File: src/rtl/fetch_unit.sv
// Instruction fetch stage: owns the PC, issues one imem read at a time and
// hands each returned word to the decoder through a one-entry buffer.
module fetch_unit #(
  parameter logic [31:0] RESET_PC = 32'h0000_0000
) (
  input  logic        clk,
  input  logic        rst,
  output logic        imem_req,
  output logic [31:0] imem_addr,
  input  logic        imem_ready,
  input  logic        imem_rvalid,
  input  logic [31:0] imem_rdata,
  input  logic        redirect_valid,
  input  logic [31:0] redirect_pc,
  output logic [31:0] instruction,
  output logic [31:0] inst_pc,
  output logic [31:0] inst_pc_plus4,
  output logic        inst_valid,
  input  logic        inst_ready,
  output logic        fetch_fault
);

  typedef enum logic [2:0] {IDLE, REQ, WAIT, HOLD, HALT} state_t;

  state_t      r_state, w_state_nx;
  logic [31:0] r_pc, w_pc_nx;
  logic [31:0] r_instr, r_inst_pc;
  logic        r_kill, w_kill_nx;
  logic        r_fault, w_fault_nx;
  logic        w_latch;
  logic        w_misaligned;

  assign w_misaligned = (redirect_pc[1:0] != 2'b00);

  always_comb begin
    w_state_nx = r_state;
    w_pc_nx    = r_pc;
    w_kill_nx  = r_kill;
    w_fault_nx = r_fault;
    w_latch    = 1'b0;
    if (redirect_valid && (r_state != HALT)) begin
      if (w_misaligned) begin
        w_fault_nx = 1'b1;
        w_state_nx = HALT;
      end else begin
        w_pc_nx = redirect_pc;
        case (r_state)
          // An accepted old-address request still has a response coming back
          REQ: begin
            if (imem_ready) begin
              w_state_nx = WAIT;
              w_kill_nx  = 1'b1;
            end else begin
              w_state_nx = REQ;
            end
          end
          WAIT: begin
            if (imem_rvalid) begin
              w_state_nx = REQ;
              w_kill_nx  = 1'b0;
            end else begin
              w_kill_nx  = 1'b1;
            end
          end
          default: w_state_nx = REQ;
        endcase
      end
    end else begin
      case (r_state)
        IDLE: w_state_nx = REQ;
        REQ:  if (imem_ready) w_state_nx = WAIT;
        WAIT: begin
          if (imem_rvalid) begin
            if (r_kill) begin
              w_kill_nx  = 1'b0;
              w_state_nx = REQ;
            end else begin
              w_latch    = 1'b1;
              w_pc_nx    = r_pc + 32'd4;
              w_state_nx = HOLD;
            end
          end
        end
        HOLD:    if (inst_ready) w_state_nx = REQ;
        default: w_state_nx = r_state;
      endcase
    end
  end

  always_ff @(posedge clk) begin
    if (rst) begin
      r_state   <= IDLE;
      r_pc      <= RESET_PC;
      r_kill    <= 1'b0;
      r_fault   <= 1'b0;
      r_instr   <= 32'd0;
      r_inst_pc <= 32'd0;
    end else begin
      r_state <= w_state_nx;
      r_pc    <= w_pc_nx;
      r_kill  <= w_kill_nx;
      r_fault <= w_fault_nx;
      if (w_latch) begin
        r_instr   <= imem_rdata;
        r_inst_pc <= r_pc;
      end
    end
  end

  assign imem_req      = (r_state == REQ);
  assign imem_addr     = r_pc;
  assign inst_valid    = (r_state == HOLD);
  assign instruction   = r_instr;
  assign inst_pc       = r_inst_pc;
  assign inst_pc_plus4 = r_inst_pc + 32'd4;
  assign fetch_fault   = r_fault;

endmodule

File: config.mk
export PLATFORM = sky130hd
export DESIGN_NAME = fetch_unit
export DESIGN_NICKNAME = d
export VERILOG_FILES = /design/src/rtl/fetch_unit.sv
export SDC_FILE = /design/constraint.sdc
export NUM_CORES = 1
export LEC_CHECK = 0
export CAP_MARGIN = 10
export CORE_UTILIZATION = 38
export CTS_CLUSTER_SIZE = 12
export DETAILED_ROUTE_END_ITERATION = 10
export GPL_TIMING_DRIVEN = 0
export PLACE_DENSITY_LB_ADDON = 0.2
export SLEW_MARGIN = 20
export SYNTH_ARGS = -nofsm -noshare
export SYNTH_HDL_FRONTEND = slang
export SYNTH_SLANG_ARGS = --single-unit
File: constraint.sdc
create_clock -name clk -period 1.95 [get_ports clk]
set_input_delay 0.2925 -clock clk [delete_from_list [all_inputs] [get_ports clk]]
set_output_delay 0.2925 -clock clk [all_outputs]
set_load 0.02 [all_outputs]
==> results_dict.tcl <==
set metrics [dict create \
    synthTopCellsByArea "dfxtp_1 (40%), nand2_1 (13%), a21oi_1 (9.2%)" \
    cts_buffers 9 \
    syn_nets 753 \
    worstReg2RegStart "r_state[2]" \
    grt_pass1_wl_um 29700 \
    final-hold-violation-count 0 \
    grt_max_degree 16 \
    finalCriticalPeriod_ps 2480 \
    fin_skew_ps 7.92 \
    startpoint_type "flop" \
    maxCapViolations 0 \
    numClockSinks 101 \
    synth_top_area_frac 0.398 \
    overflow 0 \
    area_delta_synth_final_pct 68.3 \
    stdcell_area_um2 8550 \
    dr.pass1.iters 5 \
    core-area_um2 12800 \
    worstMarginPinSlew_ps 606 \
    dpl_cell_area_um2 7500 \
    insertion_delay_ps 350 \
    initial_core_util 0.396 \
    end_kind "output port" \
    drive_above_1_share 0.233 \
    rsz0062_at_grt "yes" \
    hold_buffers 0 \
    irDropWorstVdd_v 0.000352 \
    vias 6028 \
    hp-class "flop to flop" \
    avgSynthCellArea_um2 7.46 \
    finalSetupViolCount 21 \
    clk_pin_slew_ps 70 \
    htreeDepth 3 \
    synth.most_common_cell "nand2_1" \
    synth_ff_type "dfxtp_1" \
    grt_pass1_vias 5781 \
    cpPeakStageDelay_ps 390 \
    antenna_found_initial 0 \
    cp_max_fo 3 \
    nNetsFinal 1013 \
    p_per_area_nw_per_um2 524 \
    wl_um 19300 \
    slew_violations 0 \
    cts_buffer_depth 2 \
    synth_area_um2 5080 \
    synthTopCellsByCount "nand2_1 (175), dfxtp_1 (101), a21oi_1 (93)" \
    dpl.cell_count 1053 \
    arrival_ps 2190 \
    synth.distinct_cells 55 \
    fin_tns_setup_ps -8090 \
    ys_seq_area_frac 0.398 \
    avgRoutedWirePerCell_um 17.2 \
    gp_congestion 0.852 \
    num_rows 41 \
    worst-path-buf-inv 3 \
    leakagePower_nw 3.23 \
    die_area_um2 13800 \
    drt_iter0_markers 416 \
    vias_per_cell 5.39 \
    critPathKind "flop to output port" \
    ys_seq_elements 101 \
    hp-start "instruction[5]" \
    status "complete, but fails checks" \
    diodes 0 \
    synth_top_area_cell "dfxtp_1" \
    ys_warn_count 0 \
    grt_usage 0.266 \
    synth_edf_count 0 \
    crit_top_cell "buf_4" \
    fin_hold_ws_ps 456 \
    cp_cell_sequence "ha_4 -> and4_4 -> nor2b_4 -> nor4b_4 -> buf_4 -> buf_6 -> nand3_4 -> xnor2_2 -> buf_4" \
    port_buffers 200 \
    async_flop_share 0 \
    antenna_left 0 \
    cts_tree "done" \
    die_height_um 118 \
    die_x_um 118 \
    fmaxAchievable_ghz 0.403 \
    timing.slew.headroom 0.596 \
    crit_start "inst_pc[2]" \
    worstPathRequired_ps 1660 \
    preCtsSetupSlack_ps -794 \
    io_pins 201 \
    root_buffer "clkbuf_16" \
    violations "negative setup slack" \
    finalCritPeriodShare 1.27 \
    fin_ws_ps -529 \
    critPathTopFamily "simple AND/OR/NAND/NOR gates" \
    drc_errors 0 \
    layout.cells.non_filler 1118 \
    slowest_stage "dfxtp_4" \
    synthCells 681 \
    hpwl_um 13200 \
    fill_cells 1113 \
]
==> worst paths after layout <==
check / to / slack, ps / cells after the start
max reg2reg: imem_addr[21] / 70 / 7
min reg2reg: instruction[5] / 460 / 2
min: instruction[5] / 460 / 2
max: inst_pc_plus4[30] / -530 / 9
==> report_power, final <==
group,leakage (nW),total [mW],internal [mW],switching [mW]
sequential,0.833,2.14,2.08,0.0569
clock,0.141,1.74,0.975,0.764
combinational,2.26,0.604,0.303,0.301
total,3.23,4.48,3.36,1.12
==> per-stage QoR <==
step	util	power, mW
2_1_floorplan	-	2.43
3_3_place_gp	0.585	2.72
3_5_place_dp	0.585	2.73
4_1_cts	0.641	4.48
5_1_grt	0.667	4.64
6_report	0.667	4.48
==> layout make-up <==
| class | instances | area, µm² | share of cell area |
|---|---|---|---|
| buffer | 46 | 295 | 0.0345 |
| clock buffer | 13 | 272 | 0.0318 |
| clock inverter | 3 | 17.5 | 0.00205 |
| inverter | 7 | 26.3 | 0.00307 |
| multi-input combinational | 523 | 3280 | 0.384 |
| sequential | 101 | 2090 | 0.244 |
| tap | 172 | 215 | 0.0252 |
| timing repair buffer | 253 | 2350 | 0.275 |
==> kinds of logic (layout without fill, tap and decap cells) <==
family / Yosys count / in the layout / synth area share
simple gates: 326 / 326 / 0.298
fa+ha+maj: 2 / 2 / 0.00493
xor+xnor: 28 / 28 / 0.0483
flops: 101 / 101 / 0.398
mux: 6 / 6 / 0.0123
compound gates: 161 / 161 / 0.189
buf+inv: 57 / 322 / 0.0495
==> cells in the final DEF (no fill, tap or decap), types with 9 or more instances in the layout <==
cell type        Yosys  routed
nand2_1            175     169
clkdlybuf4s50_1      0     169
a21oi_1             93      92
dfxtp_1            101      72
buf_4                3      67
nand3_1             36      29
nor2_1              36      26
dfxtp_2              0      17
and3_1              18      16
clkbuf_1            36      16
nand4_1             14      14
o21ai_0             13      13
dfxtp_4              0      12
buf_6                2      11
clkbuf_2             0      11
xnor2_2              0      10
buf_2                9      10
a31oi_1             10      10
clkbuf_16            0      10
xnor2_1             19       9
==> repair_timing <==
action,4_1_cts,5_1_grt
endpoints found under the hold margin,0,0
pin swaps,24,17
setup endpoints to repair,126,103
gates resized for setup,193,70
setup buffers,38,15
==> metal layers <==
layer	vias up	routed length, µm	track usage
met3	42	1330	0.0499
met2	260	9440	0.455
met5	-	0	0
met4	0	600	0.110
met1	2817	7910	0.326
li1	2909	-	-
==> tightest hold or removal path: cells and delay by family (launching register included) <==
family             cells  cell delay [ps]
and+or+nand+nor        1               50
AOI/OAI and AO/OA      1               50
DFF                    1              310
==> sequential cells by signal, summed over array words and instances, names as in the netlist <==
name	count
fetch_fault	1
imem_addr	32
inst_pc	32
instruction	32
r_kill	1
r_state	3
No activity file was read; power rests on OpenSTA's default activity.
